==> src/rtl/lut_mem_stage_if.sv <==
// rtl/lut_mem_stage_if.sv - decode-side request/response handshake of the LUT memory stage
interface lut_mem_stage_if #(
    parameter int DW = 8
);
    logic          start;
    logic          is_store;
    logic [4:0]    lut_idx;
    logic [DW-1:0] offset;
    logic [DW-1:0] store_data;
    logic [DW-1:0] load_data;
    logic          busy;
    logic          done;
    logic          fault;

    modport master (
        output start, is_store, lut_idx, offset, store_data,
        input  load_data, busy, done, fault
    );

    modport slave (
        input  start, is_store, lut_idx, offset, store_data,
        output load_data, busy, done, fault
    );
endinterface

==> src/rtl/lut_mem_stage.sv <==
// rtl/lut_mem_stage.sv - LUT base lookup plus offset, then one synchronous data memory access
module lut_mem_stage #(
    parameter logic [31:0] VALID_MASK = 32'h801F_FFFF,
    parameter int          DW         = 8
) (
    input  logic                clk,
    input  logic                rst_n,
    lut_mem_stage_if.slave      req,
    output logic [4:0]          lut_addr,
    input  logic [DW-1:0]       lut_data,
    output logic [DW-1:0]       dm_addr,
    output logic                dm_wen,
    output logic [DW-1:0]       dm_wdata,
    input  logic [DW-1:0]       dm_rdata
);
    typedef enum logic [2:0] {
        S_IDLE,
        S_LOOKUP,
        S_ACCESS,
        S_RDWAIT,
        S_DONE
    } state_t;

    state_t        state_q, state_d;
    logic [4:0]    idx_q, idx_d;
    logic [DW-1:0] addr_q, addr_d;
    logic [DW-1:0] off_q, off_d;
    logic [DW-1:0] wd_q, wd_d;
    logic [DW-1:0] ld_q, ld_d;
    logic          st_q, st_d;
    logic          flt_q, flt_d;

    always_ff @(posedge clk or negedge rst_n) begin
        if (!rst_n) begin
            state_q <= S_IDLE;
            idx_q   <= '0;
            addr_q  <= '0;
            off_q   <= '0;
            wd_q    <= '0;
            ld_q    <= '0;
            st_q    <= 1'b0;
            flt_q   <= 1'b0;
        end else begin
            state_q <= state_d;
            idx_q   <= idx_d;
            addr_q  <= addr_d;
            off_q   <= off_d;
            wd_q    <= wd_d;
            ld_q    <= ld_d;
            st_q    <= st_d;
            flt_q   <= flt_d;
        end
    end

    always_comb begin
        state_d = state_q;
        idx_d   = idx_q;
        addr_d  = addr_q;
        off_d   = off_q;
        wd_d    = wd_q;
        ld_d    = ld_q;
        st_d    = st_q;
        flt_d   = flt_q;
        case (state_q)
            S_IDLE: begin
                if (req.start) begin
                    idx_d   = req.lut_idx;
                    off_d   = req.offset;
                    wd_d    = req.store_data;
                    st_d    = req.is_store;
                    flt_d   = 1'b0;
                    state_d = S_LOOKUP;
                end
            end
            S_LOOKUP: begin
                // Unpopulated entries skip the memory entirely and report through fault.
                if (!VALID_MASK[idx_q]) begin
                    flt_d   = 1'b1;
                    state_d = S_DONE;
                end else begin
                    addr_d  = lut_data + off_q;
                    state_d = S_ACCESS;
                end
            end
            S_ACCESS: state_d = st_q ? S_DONE : S_RDWAIT;
            S_RDWAIT: begin
                ld_d    = dm_rdata;
                state_d = S_DONE;
            end
            S_DONE:   state_d = S_IDLE;
            default:  state_d = S_IDLE;
        endcase
    end

    // Decoded straight from state so an asynchronous reset kills the write strobe at once.
    assign lut_addr      = idx_q;
    assign dm_addr       = addr_q;
    assign dm_wdata      = wd_q;
    assign dm_wen        = (state_q == S_ACCESS) && st_q;
    assign req.busy      = (state_q != S_IDLE);
    assign req.done      = (state_q == S_DONE);
    assign req.fault     = (state_q == S_DONE) && flt_q;
    assign req.load_data = ld_q;
endmodule

==> src/flat_wrapper.sv <==
// flat-port wrapper written by rule: the top's interface ports become plain ports
module lut_mem_stage_flat 
#(
    parameter logic [31:0] VALID_MASK = 32'h801F_FFFF,
    parameter int          DW         = 8
)
  (clk, rst_n, lut_addr, lut_data, dm_addr, dm_wen, dm_wdata, dm_rdata, req_start, req_is_store, req_lut_idx, req_offset, req_store_data, req_load_data, req_busy, req_done, req_fault);
  lut_mem_stage_if #(.DW(DW)) req_i ();
  input  logic clk;
  input  logic rst_n;
  output logic [4:0] lut_addr;
  input  logic [DW-1:0] lut_data;
  output logic [DW-1:0] dm_addr;
  output logic dm_wen;
  output logic [DW-1:0] dm_wdata;
  input  logic [DW-1:0] dm_rdata;
  input wire logic [$bits(req_i.start)-1:0] req_start;
  input wire logic [$bits(req_i.is_store)-1:0] req_is_store;
  input wire logic [$bits(req_i.lut_idx)-1:0] req_lut_idx;
  input wire logic [$bits(req_i.offset)-1:0] req_offset;
  input wire logic [$bits(req_i.store_data)-1:0] req_store_data;
  output wire logic [$bits(req_i.load_data)-1:0] req_load_data;
  output wire logic [$bits(req_i.busy)-1:0] req_busy;
  output wire logic [$bits(req_i.done)-1:0] req_done;
  output wire logic [$bits(req_i.fault)-1:0] req_fault;
  assign req_i.start = req_start;
  assign req_i.is_store = req_is_store;
  assign req_i.lut_idx = req_lut_idx;
  assign req_i.offset = req_offset;
  assign req_i.store_data = req_store_data;
  assign req_load_data = req_i.load_data;
  assign req_busy = req_i.busy;
  assign req_done = req_i.done;
  assign req_fault = req_i.fault;
  lut_mem_stage #(.VALID_MASK(VALID_MASK), .DW(DW)) u_core (.clk(clk), .rst_n(rst_n), .req(req_i), .lut_addr(lut_addr), .lut_data(lut_data), .dm_addr(dm_addr), .dm_wen(dm_wen), .dm_wdata(dm_wdata), .dm_rdata(dm_rdata));
endmodule
==> config.mk <==
export PLATFORM = sky130hd
export DESIGN_NAME = lut_mem_stage_flat
export DESIGN_NICKNAME = d
export VERILOG_FILES = /design/src/rtl/lut_mem_stage_if.sv /design/src/rtl/lut_mem_stage.sv /design/src/flat_wrapper.sv
export SDC_FILE = /design/constraint.sdc
export NUM_CORES = 1
export LEC_CHECK = 0
export BUFFER_PORTS_ARGS = -buffer_cell sky130_fd_sc_hd__buf_4
export CAP_MARGIN = 25
export CORE_ASPECT_RATIO = 1.2
export CORE_MARGIN = 10
export CORE_UTILIZATION = 52
export DETAILED_ROUTE_END_ITERATION = 7
export GPL_TIMING_DRIVEN = 0
export PLACE_DENSITY_LB_ADDON = 0.2
export REMOVE_ABC_BUFFERS = 1
export SLEW_MARGIN = 20
export SYNTH_ARGS = -nofsm -noshare
export SYNTH_HDL_FRONTEND = slang
export SYNTH_SLANG_ARGS = --single-unit
==> constraint.sdc <==
create_clock -name clk -period 3 [get_ports clk]
set_input_delay 0.15 -clock clk [delete_from_list [all_inputs] [get_ports clk]]
set_output_delay 0.15 -clock clk [all_outputs]
set_load 0.05 [all_outputs]
---- After elaboration in Yosys (flattened, before gate mapping) ----
Memories as Yosys holds them, arrays and structs flattened.
Index checks and enable logic that the tools add are counted.
word-level totals
  bits in read-only memories .............. 32
  bits of input ports ..................... 41
  memories ................................ 1
  register bits after elaboration ......... 42
  output and inout bits ................... 33
  logic and storage cells ................. 33
memory list
  name             words  width  rd ports  clocked after Yosys merged registers in  wr ports  line                 RTL
  (no name shown)  32     1      1         0                                        0         lut_mem_stage.sv:77  if (!VALID_MASK[idx_q]) begin
operators by class
  equality and inequality tests ........... 6
  add/sub/neg operators ................... 1
  magnitude comparators ................... 1
  multiplexer cells ....................... 8
  reduce and logical (&&, ||, !) cells .... 8
operators with widths
  cell                                                                   number
  3-bit one-hot mux with 4 select lines                                  1
  3-bit two-way mux                                                      3
  8-bit adder                                                            1
  3-bit by 2-bit equality test with 1-bit output, second input constant  2
  5-bit by 6-bit < comparator with 1-bit output, second input constant   1
  2-bit != test, second input constant                                   2
  2-bit AND reduction                                                    2
  3-bit by 1-bit equality test with 1-bit output, second input constant  1
  3-bit equality test, second input constant                             1
  3-bit zero test                                                        1
  1-bit two-way mux                                                      3
  3-bit AND reduction                                                    1
  3-bit nonzero test                                                     1
  1-bit logical AND                                                      2
  1-bit one-hot mux with 2 select lines                                  1
  2-bit nonzero test                                                     1

---- Depth between registers and ports, before layout ----
  word-level depth ........................ 4
  gate-level depth with buffers ........... 8
  depth with buffers taken out ............ 8

---- Worst setup path after synthesis ----
OpenSTA, ideal clock, no wires.
  path type ............................... register -> output
  from .................................... reg u_core.state_q[0]
  to ...................................... out req_fault
  arrival time ............................ 2.265 ns
  path buffers ............................ 1
  stages on the path, launching flop included .. 4
  path slack .............................. 0.585 ns
  cell sequence ........................... dfrtp_1 > buf_2 > nor3b_1 > and2_1
on the way
  word-level cells in the longest chain between the ends .. 2
RTL lines
  element                   line                  RTL
  start: declaration        lut_mem_stage.sv:24   state_t state_q, state_d;
  start signal: assignment  lut_mem_stage.sv:44   state_q <= state_d;
  3-bit equality test       --
  net req_done              flat_wrapper.sv:24    output wire logic [$bits(req_i.done)-1:0] req_done;
  1-bit logical AND         lut_mem_stage.sv:102  assign req.fault = (state_q == S_DONE) && flt_q;
  end: declaration          flat_wrapper.sv:25    output wire logic [$bits(req_i.fault)-1:0] req_fault;
The timed path passes the listed nets, and every way through them passes these cells.

---- Final worst setup path ----
  from .................................... reg u_core.off_q[0]
  to ...................................... reg u_core.addr_q[6] (netlist: u_core.dm_addr[6])
on the way
  word-level cells in the longest chain between the ends .. 1
RTL lines
  element                   line                 RTL
  start: declaration        lut_mem_stage.sv:27  logic [DW-1:0] off_q, off_d;
  start signal: assignment  lut_mem_stage.sv:38  off_q <= '0;
  start signal: assignment  lut_mem_stage.sv:47  off_q <= off_d;
  8-bit adder               lut_mem_stage.sv:81  addr_d = lut_data + off_q;
  end signal: assignment    lut_mem_stage.sv:46  addr_q <= addr_d;
  end: declaration          lut_mem_stage.sv:26  logic [DW-1:0] addr_q, addr_d;
Every way passes these cells.
A chain may end at the register's enable or synchronous reset.

==> impl_metrics.yaml <==
cells_and_area:
  fin_util_pct: 72.1
  drive_above_1_share_pct: 52.0
  final_cell_area_mm2: 0.00264
  diodes: 0
  nets: 276
  area_growth_pct: 33.4
  fillers: 280
floorplan:
  dieArea_mm2: 0.00668
  rows: 24
  die_x_um: 76.3
  start_util_pct: 54.0
  chipHeight_um: 87.6
  coreArea_mm2: 0.00366
  ios: 74
setup_path:
  worstSetupPathType: "reg2reg"
  regToRegSetupSlack_ps: 1030
  crit_fanout: 3
  r2r_start: "u_core.off_q[0]"
  max_stage_delay_ps: 420
  reg2reg_depth: 8
  crit_path_top_delay_cell: "fa_1"
  critPathLaunchType: "flop"
  endpoint: "u_core.dm_addr[6]"
  worstPathRequired_ps: 3170
  path_cells: "ha_1 > inv_1 > fa_1 > nor2b_1 > o31a_1 > o22ai_1 > xnor2_1 > mux2_2"
  startpoint: "u_core.off_q[0]"
  endpoint_kind: "flop"
  r2r-end: "u_core.dm_addr[6]"
  cp.arrival_ps: 2140
pwr:
  intPower_mw: 1.82
  p_clk_share_pct: 9.5
  p_sw_mw: 1.64
  combPwrFrac_pct: 60.2
  power_density_mw_per_mm2: 1310
  vdd_drop_max_mv: 0.786
  power_frac_seq_pct: 30.3
  p_leak_nw: 1.24
  swShare_pct: 47.5
synth:
  synthTopCellsByCount: "dfrtp_1, mux2_2, nor2_1"
  synth-xor-area-share_pct: 2.21
  synth_top_family_by_area: "multiplexers"
  synth-simple-area-share_pct: 8.03
  yosys.area.top_type_share_pct: 53.1
  synthAdderAreaFrac_pct: 5.44
  yosysWarnings: 0
  synth_compound_area_share_pct: 7.90
  synthCells: 150
  synthMuxAreaShare_pct: 20.4
  synth-edff-count: 0
  synth.area.top_cells: "dfrtp_1, mux2_2, ha_1"
  async_flop_share_pct: 100
  synth-seq-cells: 42
  ys.flop_type: "dfrtp_1"
  yosys.cell_types.count: 32
  synthMostInstantiatedCell: "dfrtp_1"
  syn_area_mm2: 0.00198
  avgSynthCellArea_um2: 13.2
  yosysTopAreaCell: "dfrtp_1"
  yosysSeqAreaShare_pct: 53.1
grt:
  grt.overflow.total: 0
  grt_max_degree: 43
  grt_pass1_vias: 1631
  antenna_found_initial: 0
  grt_usage_pct: 14.6
  grt_first_pass_wirelength_um: 7710
route:
  routedWlPerCell_um: 16.6
  drc: 0
  vias: 1420
  via_per_inst: 5.09
  routed_wl_um: 4630
  drtAntennaViolNets: 0
  first_pass_iters: 4
  first_iter_violations: 48
timing:
  final_max_slew_viol_count: 0
  fmax_mhz: 507
  worstMarginPinSlew_ps: 641
  min_period_over_period_pct: 65.7
  rsz0062_at_grt: "no"
  fin_ws_ps: 1030
  slew_headroom_pct: 57.2
  period_needed_ps: 1970
  setup_viol: 0
  finalHoldViolCount: 0
  finClkSkew_ps: 4.28
  fin_tns_setup_ps: 0
placement:
  globalplace.congestion: 0.804
  dpl_worst_slack_ps: 1030
  io_buffers: 73
  place_area_mm2: 0.00255
  hpwl_um: 3760
flow_run:
  maxCapViolCount: 0
clock_tree:
  post_cts_buffers: 0
  clock-sinks: 42
  h-tree-depth: 2
  path_clk_slew_ps: 70
  cts_tree: "done"
  postCtsResizedCells: 0
  cts_buffers: 5
  cts-root-buf: "clkbuf_8"
  worstSkewPairLatency_ps: 280
  clockBufferDepth: 2
hold_path:
  hold_class: "in2reg"
outcome:
  status: "finished clean"
cells in the final DEF, fill, tap and decap left out, drive strengths merged, types with 2 or more instances in the layout:
master / count
mux2: 35
xnor2: 5
o21bai: 3
o21ai: 4
dfrtp: 42
o21a: 2
a21oi: 7
and2: 2
nor2: 11
nand2: 3
clkbuf: 7
ha: 7
buf: 73
and3: 2
inv: 5
nand2b: 2
a211oi: 2
registers in the layout, indices dropped and copies added, names as in the netlist:
name and cells:
u_core.dm_addr 8, u_core.dm_wdata 8, u_core.flt_q 1, u_core.lut_addr 5, u_core.off_q 8, u_core.req.load_data 8, u_core.st_q 1, u_core.state_q 3
per-layer routing:
layer / GRT usage, % / wire, um
met1: 13.1 / 1600
met2: 27.1 / 2490
met4: 6.43 / 70
met5: 0 / 0
met3: 7.48 / 475
cell families after synthesis:
family / count (synthesis)
XOR/XNOR: 5
AO/OA/AOI/OAI: 23
AND/OR/NAND/NOR: 27
adder cells (fa/ha/maj): 8
flip-flops: 42
buffers and inverters: 9
multiplexers: 36
area by class of cell:
| type | count | area [um^2] | share of cell area, % |
|---|---|---|---|
| Multi-Input combinational cell | 99 | 871 | 33.0 |
| Sequential cell | 42 | 1050 | 39.8 |
| Timing Repair Buffer | 74 | 558 | 21.1 |
| Clock buffer | 7 | 76.3 | 2.89 |
| Tap cell | 52 | 65.1 | 2.46 |
| Inverter | 5 | 18.8 | 0.711 |
critical path: cells and delay by family, from the launching register on:
kind | cells | cell delay (ps)
AND/OR/NAND/NOR | 1 | 170
multiplexers | 1 | 260
adder cells (fa/ha/maj) | 2 | 610
AO/OA/AOI/OAI | 2 | 250
XOR/XNOR | 1 | 130
buffers and inverters | 1 | 70
flip-flops | 1 | 360
worst min-delay path by stage:
stage                 startpoint                      end  slack (ps)  cells after the start
5_1_grt           req_lut_idx[1]       u_core.lut_addr[1]          80                      2
3_3_place_gp               rst_n        u_core.dm_addr[2]         160                      1
3_5_place_dp               rst_n          u_core.off_q[1]         170                      1
6_report       req_store_data[0]       u_core.dm_wdata[0]          90                      2
2_1_floorplan              rst_n        u_core.dm_addr[0]        -150                      0
4_1_cts              dm_rdata[7]  u_core.req.load_data[7]          80                      2
power groups by stage:
stage / Combinational [mW] / Sequential, mW / Clock [mW]
floorplan: 0.815 / 1.73 / 0
global placement: 2.05 / 1.04 / 0
detailed placement: 2.11 / 1.06 / 0
CTS: 2.11 / 1.05 / 0.344
global route: 2.23 / 1.09 / 0.372
finish: 2.08 / 1.05 / 0.327
stage by stage:
step	instances	power (mW)	hold WS (ps)
final	279	3.46	93.4
after detailed placement	271	3.17	165
after CTS	279	3.51	83.9
after global routing	279	3.69	83.7
after global placement	271	3.09	156
after floorplan	146	2.55	-146
repair_timing:
action	4_1_cts	5_1_grt
endpoints found under the setup margin	0	0
hold endpoints to repair	42	0
hold buffers	1	0
Power figures use the tool's default switching activity.
